===== config.mk =====
export PLATFORM = sky130hd
export DESIGN_NAME = deserializer_flat
export DESIGN_NICKNAME = d
export VERILOG_FILES = /design/src/rtl/deserializer_if.sv /design/src/rtl/deserializer.sv /design/src/flat_wrapper.sv
export SDC_FILE = /design/constraint.sdc
export NUM_CORES = 1
export LEC_CHECK = 0
export CAP_MARGIN = 20
export CORE_MARGIN = 2
export CORE_UTILIZATION = 33
export DETAILED_ROUTE_END_ITERATION = 10
export GPL_TIMING_DRIVEN = 0
export MAX_ROUTING_LAYER = met4
export PLACE_DENSITY = 0.54
export SLEW_MARGIN = 20
export SYNTH_ARGS = -nofsm -noshare
export SYNTH_HDL_FRONTEND = slang
export SYNTH_SLANG_ARGS = --single-unit
export TNS_END_PERCENT = 100

===== constraint.sdc =====
create_clock -name BCLK -period 1.8 [get_ports BCLK]
set_input_delay 0.36 -clock BCLK [delete_from_list [all_inputs] [get_ports BCLK]]
set_output_delay 0.36 -clock BCLK [all_outputs]
set_load 0.1 [all_outputs]

===== src/rtl/deserializer_if.sv =====
// deserializer_if
// Bundles the codec-side receive pins and the parallel frame output of the
// ADC deserializer into one interface.
//   WIDTH       : bits per channel sample (frame word is 2*WIDTH bits)
//   ADCLRCK     : channel select from codec, high = left, low = right
//   ADCDAT_SER  : serial sample data, MSB first
//   ERR_CLR     : synchronous clear of FRAME_ERR
//   ADCDAT_PAR  : last complete frame {left, right}
//   VALID       : one-cycle pulse when ADCDAT_PAR updates
//   FRAME_ERR   : sticky short-channel flag
// Modports: master = codec/stimulus side, slave = deserializer.
interface deserializer_if #(
  parameter int WIDTH = 16
);
  logic                 ADCLRCK;
  logic                 ADCDAT_SER;
  logic                 ERR_CLR;
  logic [2*WIDTH-1:0]   ADCDAT_PAR;
  logic                 VALID;
  logic                 FRAME_ERR;

  modport master (
    output ADCLRCK, ADCDAT_SER, ERR_CLR,
    input  ADCDAT_PAR, VALID, FRAME_ERR
  );

  modport slave (
    input  ADCLRCK, ADCDAT_SER, ERR_CLR,
    output ADCDAT_PAR, VALID, FRAME_ERR
  );
endinterface


===== src/rtl/deserializer.sv =====
// deserializer
// Captures the codec's serial ADC stream (codec is LRCK/BCLK master) and
// presents one stereo frame per LRCK period as a parallel word
// {left, right}, with a one-cycle VALID pulse on update.
// Ports:
//   BCLK   : bit clock, only clock, posedge logic
//   RST_N  : asynchronous active-low reset
//   bus    : deserializer_if.slave (ADCLRCK, ADCDAT_SER, ERR_CLR in;
//            ADCDAT_PAR, VALID, FRAME_ERR out)
// Build option:
//   DESER_I2S_DELAY_EN defined   -> I2S format, MSB one BCLK after the LRCK
//                                   edge (SKIP state present)
//   DESER_I2S_DELAY_EN undefined -> left-justified, MSB on the edge cycle
module deserializer #(
  parameter int WIDTH = 16
) (
  input  logic          BCLK,
  input  logic          RST_N,
  deserializer_if.slave bus
);

  localparam int CW = (WIDTH > 1) ? $clog2(WIDTH) : 1;

  typedef enum logic [2:0] {
    SYNC    = 3'd0,
    SHIFT_L = 3'd1,
    WAIT_L  = 3'd2,
    SHIFT_R = 3'd3,
    WAIT_R  = 3'd4
`ifdef DESER_I2S_DELAY_EN
    , SKIP  = 3'd5
`endif
  } state_t;

  state_t               state;
  logic                 primed;
  logic                 lrck_q;
  logic [CW-1:0]        bit_cnt;
  // Shift registers hold only the WIDTH-1 older bits; the newest bit is
  // always taken straight from the pin when a sample completes.
  logic [WIDTH-2:0]     left_shift;
  logic [WIDTH-2:0]     right_shift;
  logic [WIDTH-1:0]     left_reg;
  logic [2*WIDTH-1:0]   par_q;
  logic                 valid_q;
  logic                 err_q;
`ifdef DESER_I2S_DELAY_EN
  logic                 skip_to_right;
`endif

  logic                 lrck_edge;
  logic                 lrck_rise;
  logic                 lrck_fall;
  logic                 short_chan;
  logic                 last_bit;
  logic [WIDTH-1:0]     left_next;
  logic [WIDTH-1:0]     right_next;

  // Edge detection is suppressed on the priming cycle so that the level
  // present at reset release is never mistaken for a transition.
  // A short channel is any edge that arrives while a sample is still being
  // gathered, or an edge of the wrong polarity while waiting.
  always_comb begin
    lrck_edge  = primed & (bus.ADCLRCK ^ lrck_q);
    lrck_rise  = lrck_edge & bus.ADCLRCK;
    lrck_fall  = lrck_edge & ~bus.ADCLRCK;
    last_bit   = (bit_cnt == CW'(WIDTH - 1));
    left_next  = {left_shift, bus.ADCDAT_SER};
    right_next = {right_shift, bus.ADCDAT_SER};
    short_chan = lrck_edge
               & (state != SYNC)
               & ~((state == WAIT_L) & lrck_fall)
               & ~((state == WAIT_R) & lrck_rise);
  end

  // Single FSM. A rising edge always (re)starts a left capture, whatever
  // state we are in; a falling edge starts the right channel only from
  // WAIT_L and otherwise drops back to SYNC.
  always_ff @(posedge BCLK or negedge RST_N) begin
    if (!RST_N) begin
      state       <= SYNC;
      primed      <= 1'b0;
      lrck_q      <= 1'b0;
      bit_cnt     <= '0;
      left_shift  <= '0;
      right_shift <= '0;
      left_reg    <= '0;
      par_q       <= '0;
      valid_q     <= 1'b0;
      err_q       <= 1'b0;
`ifdef DESER_I2S_DELAY_EN
      skip_to_right <= 1'b0;
`endif
    end else begin
      primed  <= 1'b1;
      lrck_q  <= bus.ADCLRCK;
      valid_q <= 1'b0;

      if (short_chan)
        err_q <= 1'b1;
      else if (bus.ERR_CLR)
        err_q <= 1'b0;

      if (lrck_rise) begin
`ifdef DESER_I2S_DELAY_EN
        state         <= SKIP;
        skip_to_right <= 1'b0;
        bit_cnt       <= '0;
`else
        left_shift <= left_next[WIDTH-2:0];
        bit_cnt    <= CW'(1);
        state      <= SHIFT_L;
`endif
      end else if (lrck_fall && state == WAIT_L) begin
`ifdef DESER_I2S_DELAY_EN
        state         <= SKIP;
        skip_to_right <= 1'b1;
        bit_cnt       <= '0;
`else
        right_shift <= right_next[WIDTH-2:0];
        bit_cnt     <= CW'(1);
        state       <= SHIFT_R;
`endif
      end else if (lrck_fall) begin
        state   <= SYNC;
        bit_cnt <= '0;
      end else begin
        case (state)
`ifdef DESER_I2S_DELAY_EN
          SKIP: state <= skip_to_right ? SHIFT_R : SHIFT_L;
`endif
          SHIFT_L: begin
            left_shift <= left_next[WIDTH-2:0];
            if (last_bit) begin
              left_reg <= left_next;
              bit_cnt  <= '0;
              state    <= WAIT_L;
            end else begin
              bit_cnt <= bit_cnt + CW'(1);
            end
          end
          SHIFT_R: begin
            right_shift <= right_next[WIDTH-2:0];
            if (last_bit) begin
              par_q   <= {left_reg, right_next};
              valid_q <= 1'b1;
              bit_cnt <= '0;
              state   <= WAIT_R;
            end else begin
              bit_cnt <= bit_cnt + CW'(1);
            end
          end
          SYNC, WAIT_L, WAIT_R: ;
          default: state <= SYNC;
        endcase
      end
    end
  end

  assign bus.ADCDAT_PAR = par_q;
  assign bus.VALID      = valid_q;
  assign bus.FRAME_ERR  = err_q;

endmodule

===== src/flat_wrapper.sv =====
// flat-port wrapper written by rule: the top's interface ports become plain ports
module deserializer_flat 
#(
  parameter int WIDTH = 16
)
  (BCLK, RST_N, bus_ADCLRCK, bus_ADCDAT_SER, bus_ERR_CLR, bus_ADCDAT_PAR, bus_VALID, bus_FRAME_ERR);
  deserializer_if #(.WIDTH(WIDTH)) bus_i ();
  input  logic BCLK;
  input  logic RST_N;
  input wire logic [$bits(bus_i.ADCLRCK)-1:0] bus_ADCLRCK;
  input wire logic [$bits(bus_i.ADCDAT_SER)-1:0] bus_ADCDAT_SER;
  input wire logic [$bits(bus_i.ERR_CLR)-1:0] bus_ERR_CLR;
  output wire logic [$bits(bus_i.ADCDAT_PAR)-1:0] bus_ADCDAT_PAR;
  output wire logic [$bits(bus_i.VALID)-1:0] bus_VALID;
  output wire logic [$bits(bus_i.FRAME_ERR)-1:0] bus_FRAME_ERR;
  assign bus_i.ADCLRCK = bus_ADCLRCK;
  assign bus_i.ADCDAT_SER = bus_ADCDAT_SER;
  assign bus_i.ERR_CLR = bus_ERR_CLR;
  assign bus_ADCDAT_PAR = bus_i.ADCDAT_PAR;
  assign bus_VALID = bus_i.VALID;
  assign bus_FRAME_ERR = bus_i.FRAME_ERR;
  deserializer #(.WIDTH(WIDTH)) u_core (.BCLK(BCLK), .RST_N(RST_N), .bus(bus_i));
endmodule

# [Word level (Yosys, flattened, before mapping)]
# Index checks and enable logic that the tools add are counted.
[word_totals] ff_bits=89 in_bits=5 out_inout_bits=34 wordCells=76
[op_classes] addsub=1 n_eq_ne=11 n_mux=25 bitwise=15 reduce_logical=14
[op_table] operator="$mux W15" n=7
[op_table] operator="$mux W4" n=5
[op_table] operator="$mux W3" n=5
[op_table] operator="$ne A5 B1 Y1 const B" n=2
[op_table] operator="$reduce_and A5 Y1" n=2
[op_table] operator="$pmux W3 S3" n=1
[op_table] operator="$reduce_and A3 Y1" n=3
[op_table] operator="$and A1 B1 Y1" n=8
[op_table] operator="$mux W1" n=7
[op_table] operator="$eq A3 B2 Y1 const B" n=2
[op_table] operator="$not A1 Y1" n=6
[op_table] operator="$reduce_bool A2 Y1" n=3
[op_table] operator="$add A4 B1 Y4 const B" n=1
[op_table] operator="$eq A4 B4 Y1 const B" n=1
[op_table] operator="$ne A2 B1 Y1 const B" n=2
[op_table] operator="$ne A4 B1 Y1 const B" n=1
[op_table] operator="$reduce_bool A4 Y1" n=1
[op_table] operator="$eq A3 B1 Y1 const B" n=1
[op_table] operator="$eq A3 B3 Y1 const B" n=1
[op_table] operator="$logic_not A3 Y1" n=1
[op_table] operator="$reduce_bool A3 Y1" n=1
[op_table] operator="$reduce_or A3 Y1" n=1
[op_table] operator="$ne A2 B2 Y1 const B" n=1
[op_table] operator="$reduce_or A2 Y1" n=1
[op_table] operator="other kinds (2)" n=2

# [Logic depth before layout (Yosys ltp)]
[logic_depth] ltp_word=8 mapped_depth=7 depth_no_buf=5

# [Least setup slack after synthesis]
# OpenSTA, ideal clock, no wires.
[synth_path] path_kind="register to register" startpoint="reg u_core.lrck_q" endpoint="reg u_core.left_reg[10]" setup_ns=0.125 t_arrival_ns=1.794 path_slack_ns=-0.119 stages_incl_launch_ff=7 n_path_buf=2 synth_period_minus_slack_ns=1.919 path_cell_list="dfrtp_1 > xor2_1 > and2_1 > buf_6 > nor4b_4 > buf_6 > mux2_2"
[synth_via] elab_chain_cells=6 word_cells_on_any_way=9 classes_between="7 x bitwise; 2 x reduce/logical"
[synth_lines] item="start, declared" line_no="deserializer.sv:37" source="logic lrck_q;"
[synth_lines] item="start signal, assigned" line_no="deserializer.sv:96" source="lrck_q <= bus.ADCLRCK;"
[synth_lines] item="$xor A1 B1 Y1 *" line_no="deserializer.sv:64" source="lrck_edge = primed & (bus.ADCLRCK ^ lrck_q);"
[synth_lines] item="$and A1 B1 Y1 *" line_no="deserializer.sv:64"
[synth_lines] item="$and A1 B1 Y1" line_no="deserializer.sv:66" source="lrck_fall = lrck_edge & ~bus.ADCLRCK;"
[synth_lines] item="$logic_and A1 B1 Y1" line_no="deserializer.sv:114" source="end else if (lrck_fall && state == WAIT_L) begin"
[synth_lines] item="$not A1 Y1 (no source line)"
[synth_lines] item="$reduce_and A5 Y1 (no source line) *"
[synth_lines] item="end signal, assigned" line_no="deserializer.sv:135" source="left_reg <= left_next;"
[synth_lines] item="end, declared" line_no="deserializer.sv:43" source="logic [WIDTH-1:0] left_reg;"
# Every way passes the cells marked *; elsewhere a longest branch is shown, timed or not.
# A chain may end at the register's enable or synchronous reset.

# [Worst setup path in the final report]
[layout_path] startpoint="reg u_core.lrck_q" endpoint="reg u_core.right_shift[11]"
[layout_via] elab_chain_cells=6 word_cells_on_any_way=10 classes_between="1 x eq/ne; 1 x mux; 5 x bitwise; 3 x reduce/logical"
[layout_lines] item="$xor A1 B1 Y1 *" line_no="deserializer.sv:64"
[layout_lines] item="$and A1 B1 Y1 *" line_no="deserializer.sv:64"
[layout_lines] item="$and A1 B1 Y1" line_no="deserializer.sv:66"
[layout_lines] item="$logic_and A1 B1 Y1" line_no="deserializer.sv:114"
[layout_lines] item="$ne A2 B2 Y1 (no source line) or $reduce_bool A2 Y1 (tied branches)"
[layout_lines] item="$reduce_and A3 Y1 (no source line)"
[layout_lines] item="end signal, assigned" line_no="deserializer.sv:120" source="right_shift <= right_next[WIDTH-2:0];"
[layout_lines] item="end signal, assigned" line_no="deserializer.sv:143" source="right_shift <= right_next[WIDTH-2:0];"
[layout_lines] item="end, declared" line_no="deserializer.sv:42" source="logic [WIDTH-2:0] right_shift;"
# Marked as above.

==> results.sh <==
export IMPL_status="finished, violations left"
export IMPL_violations="negative setup slack"
export IMPL_synth_top_family_by_area="multiplexers"
export IMPL_place_gp_congestion=0.7052
export IMPL_start_util_pct=34.00
export IMPL_antenna_found_initial=0
export IMPL_worst_slack_ns=-0.02893
export IMPL_wl_mm=6.461
export IMPL_setup_viol=10
export IMPL_drive_above_1_share_pct=56.62
export IMPL_yosys_area_share_xor_xnor_pct=0.2496
export IMPL_cts_max_level=3
export IMPL_area_growth_syn_to_layout_pct=35.79
export IMPL_clkTransAtPathRegs_ns=0.08
export IMPL_min_period_ns=1.829
export IMPL_muxShareOfSynthArea_pct=25.31
export IMPL_power_density_nw_per_um2=1140
export IMPL_core_area_um2=10320
export IMPL_clkLatencyLatePin_ns=0.36
export IMPL_hold_path_class="in -> reg"
export IMPL_r2r_start="u_core.lrck_q"
export IMPL_r2r_slack_ns=-0.03
export IMPL_synth_cell_types=36
export IMPL_die_w_um=107.1
export IMPL_hold_path_depth=1
export IMPL_grt_max_degree=50
export IMPL_viasPerCell=4.630
export IMPL_syn_nets=234
export IMPL_grtUsageTotal_pct=12.74
export IMPL_largest_register_ffs=32
export IMPL_final_nets=303
export IMPL_grt_overflow_total=0
export IMPL_ant_nets=0
export IMPL_hpwl_mm=3.833
export IMPL_drt_iter0_drc=73
export IMPL_finalMaxSlewViolations=0
export IMPL_maxSlewHeadroom_pct=63.30
export IMPL_total_power_w=0.005435
export IMPL_max_freq_ghz=0.5468
export IMPL_whs_ns=0.3585
export IMPL_rsz0062_at_grt="yes"
export IMPL_port_buffers=38
export IMPL_avgRoutedWirePerCell_um=14.75
export IMPL_cp_start_kind="flop"
export IMPL_final_common_cell="dfrtp_1"
export IMPL_cp_end_kind="flop"
export IMPL_io_pin_count=39
export IMPL_root_buffer="clkbuf_8"
export IMPL_grt_pass1_wl_mm=11.10
export IMPL_max_stage_delay_ns=0.42
export IMPL_ys_seq_elements=89
export IMPL_skew_ns=0.01024
export IMPL_synth_compound_area_share_pct=3.993
export IMPL_drc=0
export IMPL_via_count=2028
export IMPL_critPathKind="reg -> reg"
export IMPL_tritoncts="yes"
export IMPL_first_pass_iters=4
export IMPL_fin_crit_sh_pct=101.6
export IMPL_synth_area_um2=3510
export IMPL_tightest_slew_ns=0.5531
export IMPL_synth_seq_area_share_pct=63.46
export IMPL_cp_max_fo=10
export IMPL_whs_endpoint="u_core.lrck_q"
export IMPL_vdd_drop_max_uv=465.3
export IMPL_die_y_um=107.1
export IMPL_static_leakage_power_nw=2.197
export IMPL_reg2reg_depth=6
export IMPL_utilization_pct=46.16
export IMPL_slowest_stage="dfrtp_1"
export IMPL_layout_common_cells="dfrtp_1 (89), mux2_2 (49), clkdlybuf4s15_2 (34), mux2_4 (29), buf_6 (14)"
export IMPL_avgSynthCellArea_um2=15.39
export IMPL_design_die_area_um2=11480
export IMPL_cp_arrival_ns=2.07
export IMPL_place_area_um2=4149
export IMPL_first_global_vias=2153
export IMPL_path_cells="buf_6 > or3b_1 > o31a_1 > a21oi_4 > buf_8 > mux2_4"
export IMPL_hold_viol_final=0
export IMPL_r2r_end="u_core.right_shift[11]"
export IMPL_drv_cap=0
export IMPL_cts_sinks=89
export IMPL_synth_cells=228
export IMPL_ys_warn_count=0
export IMPL_synth_adder_area_share_pct=0.3565
export IMPL_numCtsBuffers=9
export IMPL_diodes=0
export IMPL_worstPathRequired_ns=2.04
export IMPL_hold_start="bus_ADCLRCK"
export IMPL_synth_simple_area_share_pct=4.171
export IMPL_cts_buffer_depth=2
export IMPL_final_area_um2=4766
export IMPL_tns_ns=-0.1937
export IMPL_rows=37
-- routing by layer --
metal  GRT usage [%]  vias up  share of wire, %
met5               -        -                 0
met4           3.618        0              0.85
met3           4.012        7               4.3
met2           18.22       35                46
met1           17.48     1037                49
li1                -      949                 -
-- worst max-delay path by stage --
stage / to / start / cells past startpoint
floorplan: u_core.left_reg[10] / u_core.lrck_q / 6
global placement: u_core.bus.ADCDAT_PAR[25] / RST_N / 1
detailed placement: u_core.left_reg[9] / bus_ADCLRCK / 7
CTS: u_core.right_shift[11] / u_core.lrck_q / 6
global route: u_core.right_shift[11] / u_core.lrck_q / 6
finish: u_core.right_shift[11] / u_core.lrck_q / 6
-- final cells by class --
class	instances	area, um^2
inverters	3	11.26
multi-input cells	126	1368
clock inverters	6	90.09
clock buffers	10	137.6
repair buffers	59	653.1
plain buffers	9	108.9
well taps	136	170.2
flip-flops and latches	89	2227
fillers	957	5558
-- Yosys cell counts --
library cell	instances	area, um^2
and2_1	1	6.260
o22ai_1	2	12.51
and2_2	1	7.510
o31ai_1	1	7.510
o21ai_1	1	5.000
nor3b_1	1	7.510
mux2i_1	1	10.01
nand2_1	5	18.77
a31o_2	2	17.52
dfrtp_1	89	2227
xor2_1	1	8.760
conb_1	1	3.750
nor2_1	5	18.77
a21oi_2	1	8.760
nand3_1	1	5.000
o21ai_0	1	5.000
ha_1	1	12.51
nor2_2	1	6.260
nor4_1	2	12.51
inv_1	3	11.26
nor4b_4	1	23.77
mux2_2	78	878.3
nand2b_1	2	12.51
a2111oi_0	1	8.760
o41ai_1	1	8.760
nor2b_1	2	12.51
and3_1	1	6.260
buf_4	1	7.510
a221o_1	1	10.01
buf_6	3	33.78
or3b_1	1	8.760
o31a_1	1	8.760
buf_2	6	30.03
a31oi_1	2	12.51
a211oi_1	2	15.01
a21oi_1	4	20.02
-- worst max-delay path, delay by kind of cell (launching register included) --
| family | cells | cell delay (ns) |
|---|---|---|
| AOI/OAI and AO/OA | 2 | 0.31 |
| buffers and inverters | 2 | 0.32 |
| and+or+nand+nor | 1 | 0.36 |
| DFF | 1 | 0.42 |
| muxes | 1 | 0.31 |
-- timing repair --
item	in CTS	in global routing
hold buffers	1	0
buffers inserted	11	5
cloned	2	1
pin swaps	5	4
hold endpoints to repair	40	0
resized for setup	133	24
endpoints found under the setup margin	108	79
-- where the power goes --
group	total [W]	switching, W	internal (W)	leakage [nW]
sequential	0.00268	0.000307	0.00237	1.18
clock	0.00153	0.000708	0.000824	0.113
combinational	0.00123	0.000491	0.000735	0.900
-- cell families after synthesis --
kind of cell,after synthesis
adders and majority gates,1
buffers and inverters,13
other,1
xor gates and xnor gates,1
and+or+nand+nor,24
muxes,79
DFF,89
AOI/OAI and AO/OA,20
-- stage by stage --
stage / std cells / setup slack [ns]
finish: 438 / -0.02893
global route: 438 / -0.1044
CTS: 433 / -0.03587
detailed placement: 403 / -0.8728
global placement: 402 / -2.972
floorplan: 228 / -0.1178
Power figures use the tool's default switching activity.
